`config.mk`:
```
export PLATFORM = sky130hd
export DESIGN_NAME = div_iter_ctrl
export DESIGN_NICKNAME = d
export VERILOG_FILES = /design/src/rtl/div_pkg.sv /design/src/rtl/div_sub.sv /design/src/rtl/div_iter_ctrl.sv
export SDC_FILE = /design/constraint.sdc
export NUM_CORES = 1
export LEC_CHECK = 0
export BUFFER_PORTS_ARGS = -buffer_cell sky130_fd_sc_hd__buf_2
export CAP_MARGIN = 20
export CORE_MARGIN = 10
export CORE_UTILIZATION = 40
export DETAILED_ROUTE_END_ITERATION = 6
export PLACE_DENSITY_LB_ADDON = 0.12
export REMOVE_ABC_BUFFERS = 1
export SETUP_SLACK_MARGIN = 0.4
export SLEW_MARGIN = 5
export SYNTH_ARGS = -nofsm -noshare
export SYNTH_HDL_FRONTEND = slang
export SYNTH_SLANG_ARGS = --single-unit
```
`constraint.sdc`:
```
create_clock -name clk -period 5.3 [get_ports clk]
set_input_delay 1.06 -clock clk [delete_from_list [all_inputs] [get_ports clk]]
set_output_delay 1.06 -clock clk [all_outputs]
set_load 0.01 [all_outputs]
```
`src/rtl/div_pkg.sv`:
```
// rtl/div_pkg.sv - shared state encoding and constants for the iterative divider
package div_pkg;

  // Controller states
  typedef enum logic [1:0] {
    IDLE = 2'd0,
    CALC = 2'd1,
    FIX  = 2'd2,
    DONE = 2'd3
  } state_t;

  // Default operand/result width
  localparam int DATA_LEN_DEF = 32;

  // Result select: quotient or remainder
  localparam logic SEL_QUO = 1'b0;
  localparam logic SEL_REM = 1'b1;

endpackage

```
`src/rtl/div_sub.sv`:
```
// rtl/div_sub.sv - shared W-bit adder used as subtractor by the divider (op_a + ~op_b + cin)
module div_sub #(
  parameter int W = 33
) (
  input  logic [W-1:0] op_a,
  input  logic [W-1:0] op_b,
  input  logic         cin,
  output logic [W-1:0] sum,
  output logic         cout
);

  // cout = 1 means no borrow when cin = 1
  assign {cout, sum} = {1'b0, op_a} + {1'b0, ~op_b} + {{W{1'b0}}, cin};

endmodule

```
`src/rtl/div_iter_ctrl.sv`:
```
// rtl/div_iter_ctrl.sv - radix-2 restoring divider controller for DIV/DIVU/REM/REMU
module div_iter_ctrl
  import div_pkg::*;
#(
  parameter int DATA_LEN = DATA_LEN_DEF
) (
  input  logic                clk,
  input  logic                rst_n,
  input  logic                flush,
  input  logic                in_valid,
  output logic                in_ready,
  input  logic                in_signed,
  input  logic                in_rem,
  input  logic [DATA_LEN-1:0] in_a,
  input  logic [DATA_LEN-1:0] in_b,
  output logic                out_valid,
  input  logic                out_ready,
  output logic [DATA_LEN-1:0] out_result
);

  localparam int CNT_W = $clog2(DATA_LEN) + 1;
  localparam logic [DATA_LEN-1:0] MOST_NEG = {1'b1, {(DATA_LEN-1){1'b0}}};

  // Two's-complement negation, kept apart from the shared subtractor
  function automatic logic [DATA_LEN-1:0] negate(input logic [DATA_LEN-1:0] x);
    return ~x + DATA_LEN'(1);
  endfunction

  state_t              state, state_nxt;
  logic                sel_rem;
  logic                sign_q, sign_r;
  logic [DATA_LEN-1:0] qsh, rem, divisor;
  logic [CNT_W-1:0]    cnt;

  logic                div_zero, div_ovf;
  logic [DATA_LEN-1:0] a_abs, b_abs;
  logic [DATA_LEN:0]   shifted, sub_sum;
  logic                sub_cout, take;

  assign div_zero = (in_b == '0);
  assign div_ovf  = in_signed && (in_a == MOST_NEG) && (in_b == '1);
  assign a_abs    = (in_signed && in_a[DATA_LEN-1]) ? negate(in_a) : in_a;
  assign b_abs    = (in_signed && in_b[DATA_LEN-1]) ? negate(in_b) : in_b;

  assign shifted = {rem, qsh[DATA_LEN-1]};

  div_sub #(.W(DATA_LEN + 1)) u_div_sub (
    .op_a (shifted),
    .op_b ({1'b0, divisor}),
    .cin  (1'b1),
    .sum  (sub_sum),
    .cout (sub_cout)
  );

  // While R < divisor the difference always fits in R; the top-bit term is a guard only
  assign take = sub_cout && !sub_sum[DATA_LEN];

  // State register
  always_ff @(posedge clk or negedge rst_n) begin
    if (!rst_n) state <= IDLE;
    else        state <= state_nxt;
  end

  // Next-state logic; flush always wins
  always_comb begin
    state_nxt = state;
    if (flush) begin
      state_nxt = IDLE;
    end else begin
      case (state)
        IDLE: if (in_valid) state_nxt = (div_zero || div_ovf) ? DONE : CALC;
        CALC: if (cnt == CNT_W'(1)) state_nxt = FIX;
        FIX:  state_nxt = DONE;
        DONE: if (out_ready) state_nxt = IDLE;
        default: state_nxt = IDLE;
      endcase
    end
  end

  // Datapath: operand capture, one restoring step per CALC cycle, sign fix-up
  always_ff @(posedge clk or negedge rst_n) begin
    if (!rst_n) begin
      sel_rem <= SEL_QUO;
      sign_q  <= 1'b0;
      sign_r  <= 1'b0;
      qsh     <= '0;
      rem     <= '0;
      divisor <= '0;
      cnt     <= '0;
    end else if (!flush) begin
      case (state)
        IDLE: if (in_valid) begin
          sel_rem <= in_rem;
          sign_q  <= in_signed & (in_a[DATA_LEN-1] ^ in_b[DATA_LEN-1]);
          sign_r  <= in_signed & in_a[DATA_LEN-1];
          if (div_zero) begin
            qsh <= '1;
            rem <= in_a;
          end else if (div_ovf) begin
            qsh <= in_a;
            rem <= '0;
          end else begin
            qsh     <= a_abs;
            divisor <= b_abs;
            rem     <= '0;
            cnt     <= CNT_W'(DATA_LEN);
          end
        end
        CALC: begin
          rem <= take ? sub_sum[DATA_LEN-1:0] : shifted[DATA_LEN-1:0];
          qsh <= {qsh[DATA_LEN-2:0], take};
          cnt <= cnt - CNT_W'(1);
        end
        FIX: begin
          qsh <= sign_q ? negate(qsh) : qsh;
          rem <= sign_r ? negate(rem) : rem;
        end
        default: ;
      endcase
    end
  end

  // Outputs decoded from state; result is zero whenever not valid
  always_comb begin
    in_ready   = (state == IDLE);
    out_valid  = (state == DONE);
    out_result = '0;
    if (state == DONE) out_result = (sel_rem == SEL_REM) ? rem : qsh;
  end

endmodule

```
After elaboration in Yosys (flattened, before gate mapping) --
Index checks and enable logic that the tools add are counted.
Storage, ports and cells: flip-flop bits (word level) 107, bits in latches 0, bits in writable memories 0, bits in read-only memories 0, bits of input ports 71, output and inout bits 34, logic and storage cells 81, memories kept 0
Cells by class: add/subtract/negate cells 7, $mul 0, divide/modulo/power cells 0, order comparisons 0, equality and inequality tests 14, shifts and indexed selects 0, multiplexer cells 24, bitwise logic cells 11, reductions and logical operators 17
Operators by type and width (number):
- $mux W32 | 12
- $pmux W32 S3 | 2
- $add A32 B1 Y32 const B | 4
- $not A32 Y32 | 4
- $eq A32 B32 Y1 const B | 2
- $add A33 B33 Y34 | 1
- $add A34 B1 Y34 const B | 1
- $not A32 Y33 | 1
- $logic_not A32 Y1 | 1
- $mux W6 | 3
- $pmux W6 S2 | 1
- $mux W2 | 5
- $ne A2 B2 Y1 const B | 5
- $reduce_and A5 Y1 | 2
- $pmux W2 S4 | 1
- $reduce_and A4 Y1 | 2
- $eq A6 B1 Y1 const B | 1
- $ne A3 B3 Y1 const B | 2
- $reduce_and A3 Y1 | 2
- $sub A6 B1 Y6 const B | 1
- $logic_and A1 B1 Y1 | 5
- $eq A2 B2 Y1 const B | 2
- $ne A3 B2 Y1 const B | 1
- $not A1 Y1 | 3
- other kinds (8) | 9

Longest topological paths before layout --
word-level depth 8, gate-level depth with buffers 15, depth with buffers taken out 13

Hierarchy --
A second synthesis with hierarchy kept.
Unflattened totals: cells, all modules 1424, area total of the unflattened synthesis 10931.7 um^2
Modules (own cells, without submodules):
- div_iter_ctrl | times used 1, cells an instance 1168, area an instance 9158.8 um^2, sequential area each 2677.6 um^2
- div_sub | times used 1, cells an instance 256, area an instance 1773.0 um^2, sequential area each 0.0 um^2

Least setup slack after synthesis --
Ideal clock, no wire load.
path type input-to-reg, start point in in_a[7], end point reg qsh[19], setup time 0.121 ns, arrival 3.121 ns, required time 5.179 ns, slack 2.058 ns, cell stages on the path 10, buffers on the path 1, cells stage by stage or4_4 nor4_4 nand4_2 nor3_4 nor2_1 buf_2 o21ai_0 xor2_1 nand2_1 a22o_1
On the way: word-level cells in the longest chain between the ends 7, elaborated cells between the ends (all ways) 10
RTL lines:
- from (decl) | line div_iter_ctrl.sv:14 | input logic [DATA_LEN-1:0] in_a,
- $not A32 Y32 / $eq A32 B32 Y1 (equally long branches) | line div_iter_ctrl.sv:26, div_iter_ctrl.sv:41
- $add A32 B1 Y32 / $logic_and A1 B1 Y1 (equally long branches) | line div_iter_ctrl.sv:26, div_iter_ctrl.sv:41
- $mux W32 / $logic_and A1 B1 Y1 (equally long branches) | line div_iter_ctrl.sv:42, div_iter_ctrl.sv:41
- $mux W32 * | line div_iter_ctrl.sv:99 | end else if (div_ovf) begin
- $mux W32 * | line div_iter_ctrl.sv:96 | if (div_zero) begin
- $mux W32 * | line div_iter_ctrl.sv:92 | IDLE: if (in_valid) begin
- $pmux W32 S3 * | line div_iter_ctrl.sv:91 | case (state)
- to (signal assigned) | line div_iter_ctrl.sv:100 | qsh <= in_a;
- to (signal assigned) | line div_iter_ctrl.sv:103 | qsh <= a_abs;
- to (signal assigned) | line div_iter_ctrl.sv:111 | qsh <= {qsh[DATA_LEN-2:0], take};
- to (decl) | line div_iter_ctrl.sv:32 | logic [DATA_LEN-1:0] qsh, rem, divisor;
Mark *: on every way between the ends. The rest lies on a longest branch, timed or not. The select of a mux whose other input is x is not followed. A chain may end at the register's enable or synchronous reset.

Worst setup path after layout --
start point reg rem[9], end point reg rem[26]
On the way: word-level cells in the longest chain between the ends 6, elaborated cells between the ends (all ways) 9
RTL lines:
- from (decl) | line div_iter_ctrl.sv:32
- from (signal assigned) | line div_iter_ctrl.sv:98 | rem <= in_a;
- from (signal assigned) | line div_iter_ctrl.sv:110 | rem <= take ? sub_sum[DATA_LEN-1:0] : shifted[DATA_LEN-1:0];
- from (signal assigned) | line div_iter_ctrl.sv:116 | rem <= sign_r ? negate(rem) : rem;
- $add A33 B33 Y34 | line div_sub.sv:13 | assign {cout, sum} = {1'b0, op_a} + {1'b0, ~op_b} + {{W{1'b0}}, cin};
- $add A34 B1 Y34 | line div_sub.sv:13
- $logic_not A1 Y1 | line div_iter_ctrl.sv:56 | assign take = sub_cout && !sub_sum[DATA_LEN];
- $logic_and A1 B1 Y1 | line div_iter_ctrl.sv:56
- $mux W32 | line div_iter_ctrl.sv:110
- $pmux W32 S3 * | line div_iter_ctrl.sv:91
Marked as above.

==> metrics <==
outcome completed; ys async rst share between 90% and 100%; Post-DRT Antenna Nets 0; Period minus WS final 3.84 ns; grt ovf 0; later-pin clock latency in the skew report between 0.3 and 0.4 ns; initial antenna violation count 0; Post-DP Area 11500 sq um; global-route wire length before repair 58000 um; RSZ-0062 raised after global routing false; Place WS roughly 1.3 ns; top cells by area, synth dfrtp_1 25%, a21oi_1 6.4%, nand2_1 5.2%; register area 2680 sq um; top cell type by total area after synthesis dfrtp_1; number of max-cap violations 0; PortBufs 104; PD cells 684 nW/um^2; Root Driver clkbuf_16; worst hold path cell count 2; Worst Path Arrival 4.07 ns; reg2reg end rem[26]; worst setup margin 1.46 ns; Worst Setup End Kind flop; Seq/Total Area, Yosys around a quarter; Final Hold Viols 0; gp weighted congestion 0.941; vias in the first global route a little over 10k; DR pass1 iterations 5; CTS max path bufs 2; fillers approximately 2.7k; FF+latch count, synth 107; # diodes 0; slowest CP cell o21bai_4; DRT iter0 DRCs 1046; worst path cell trace ha_1 > nand2_1 > o211ai_1 > a41oi_1 > a2111oi_2 > o21ai_0 > o21bai_4 > buf_4 > mux2_2 > nand3_1 > a31oi_1; Critical Path Source Type flop; VDD IR max a little under 300 uV; Gate Count Post-Synth 1419; worst endpoint required time 5.53 ns; RR Startpoint rem[9]; # setup viols final 0; final std cells w/o fill between 1.5k and 2k; flop-to-flop setup slack around 1.5 ns; Clock transition at path regs 0.08 ns; synthesized area approximately 11000 sq um; Pleak between 5 and 6 nW; clk_skew 0.0152 ns; P&R area growth vs syn 10.1%; # Post-CTS Setup Buffers 0; layout cells sized above 1 13.7%; Slew headroom 24.6%; fmax about 260 MHz; Synth Flop Type dfrtp_1; Avg Cell Area, Syn 7.58 sq um; I/O Pins 105; Hold Path Origin divisor[15]; gr usage total 21.3%; hold_buf cts 0; Netlist cell types 78; CTS H-tree depth 3; CP Max Fanout 26; vias post-DR about 10k; drt total wl 36000 um; dpl cells 1789; die height 184 um; number of remaining DRC errors 0; Site Rows 59; multi-input logic area 7500 sq um; largest net degree at the start of global routing 66; Slew @ Worst Pin 1.13 ns; Net count, final 1581; fin area 11800 sq um; total CTS buffers 9; Post-DP HPWL 27500 um; mean routed wirelength per cell 19.9 um; Die W 184 um; CTS tree yes; Reg2Reg Depth 11; Hold WC Path Type reg2reg; cts repair resizes 0; type of the worst setup path reg2reg; clk sinks 107; Initial Util 40.9%; CP max stage delay 0.64 ns; total core area 26300 sq um; drt via density around 5.8; final worst path period share 72.4%; die area 33800 sq um; Post-synth EDFFs 0; YS warnings 0; worst hold endpoint divisor[15]; post-synth top area share 24.9%; final slew viol count 0
==> layer usage <==
metal / share of wire, % / GRT usage (%) / wire [um] / vias to the layer above
met5: 0 / 0 / 0 / -
met4: 2.5 / 6.52 / 898 / 0
met2: 44 / 32.5 / 15700 / 367
met1: 48 / 30.4 / 17100 / 4886
met3: 6.3 / 2.77 / 2260 / 40
li1: - / - / - / 5202
==> layout make-up <==
type | instances | share of cell area (%)
Multi-Input combinational cell | 1161 | 63.4
Sequential cell | 107 | 22.6
Timing Repair Buffer | 125 | 5.73
Tap cell | 335 | 3.54
Inverter | 62 | 1.97
Clock buffer | 9 | 1.90
Clock inverter | 7 | 0.835
==> cell usage after synthesis (8+ instances only) <==
library cell    n
buf_2          14
mux2_2         25
dfrtp_1       107
nor4_1         13
xnor2_1        61
clkbuf_1       66
nand2b_1        8
or4_1          12
nand4_1        16
o31ai_1        13
a21o_1         24
a21oi_1       137
or3_1          12
nor2b_1        41
a31oi_1        14
nand2_1       148
nand3_1        28
nor2_1        139
ha_1           43
inv_1          60
o21ai_0        97
xor2_1         53
nor3_1         63
a221oi_1       19
mux2i_1        42
o22ai_1         8
a211oi_1       11
==> placed cells by master, fill, tap and decap left out, types with 7 or more instances in the layout <==
| cell | instances |
|---|---|
| o22ai_1 | 8 |
| buf_2 | 104 |
| nor2_1 | 139 |
| clkbuf_16 | 9 |
| buf_4 | 21 |
| nand4_1 | 16 |
| ha_1 | 41 |
| dfrtp_1 | 106 |
| a221oi_1 | 19 |
| o21ai_0 | 97 |
| a21o_1 | 24 |
| nand2_1 | 148 |
| a31oi_1 | 14 |
| inv_1 | 60 |
| o31ai_1 | 13 |
| nor2b_1 | 41 |
| xnor2_1 | 61 |
| a211oi_1 | 11 |
| nand2b_1 | 8 |
| a221o_1 | 7 |
| or3_1 | 12 |
| nor4_1 | 13 |
| mux2_2 | 25 |
| mux2i_1 | 42 |
| a21oi_1 | 137 |
| xor2_1 | 53 |
| or4_1 | 12 |
| nor3_1 | 62 |
| nand3_1 | 28 |
| o41ai_1 | 7 |
==> sequential cells by signal, indices dropped and copies added (netlist names) <==
name / count
rem: 32
sign_r: 1
state: 2
sign_q: 1
qsh: 32
sel_rem: 1
cnt: 6
divisor: 32
==> power breakdown <==
| part | leakage [nW] | internal (W) | switching, W | total (W) |
|---|---|---|---|---|
| Sequential | 1.31 | 0.00121 | 0.000738 | 0.00195 |
| Clock | 0.156 | 0.000419 | 0.000356 | 0.000775 |
| Combinational | 3.57 | 0.00222 | 0.00315 | 0.00536 |
==> how the worst max path moves through the flow <==
stage | to | from
6_report | rem[26] | rem[9]
5_1_grt | rem[16] | rem[18]
4_1_cts | rem[26] | rem[4]
3_5_place_dp | qsh[9] | in_b[31]
3_3_place_gp | qsh[9] | in_b[31]
2_1_floorplan | cnt[3] | in_b[0]
==> through the flow <==
stage                     total power (W)  hold WS [ns]  util (%)  setup TNS [ns]
after CTS                         0.00805         0.536      45.0               0
after global routing              0.00883         0.573      45.0               0
after detailed placement          0.00723         0.517      43.8               0
after floorplan                   0.00567         0.475         -           -6.33
after global placement            0.00723         0.511      43.8               0
final                             0.00809         0.529      45.0               0
==> worst max-delay path: cells and delay by family, from the launching register on <==
kind            cells  cell delay [ns]
compound gates      6             1.80
mux                 1             0.35
buf+inv             1             0.32
flops               1             0.52
fa+ha+maj           1             0.51
simple gates        2             0.19
==> cells by family after synthesis <==
kind of cell               after synthesis  share of synthesized area [%]
AOI/OAI and AO/OA                      409                           23.8
adders and majority gates               44                           5.19
DFF                                    107                           24.9
buffers and inverters                  151                           5.65
and+or+nand+nor                        527                           24.6
muxes                                   67                           6.53
xor gates and xnor gates               114                           9.29
(Power assumes the default switching activity.)
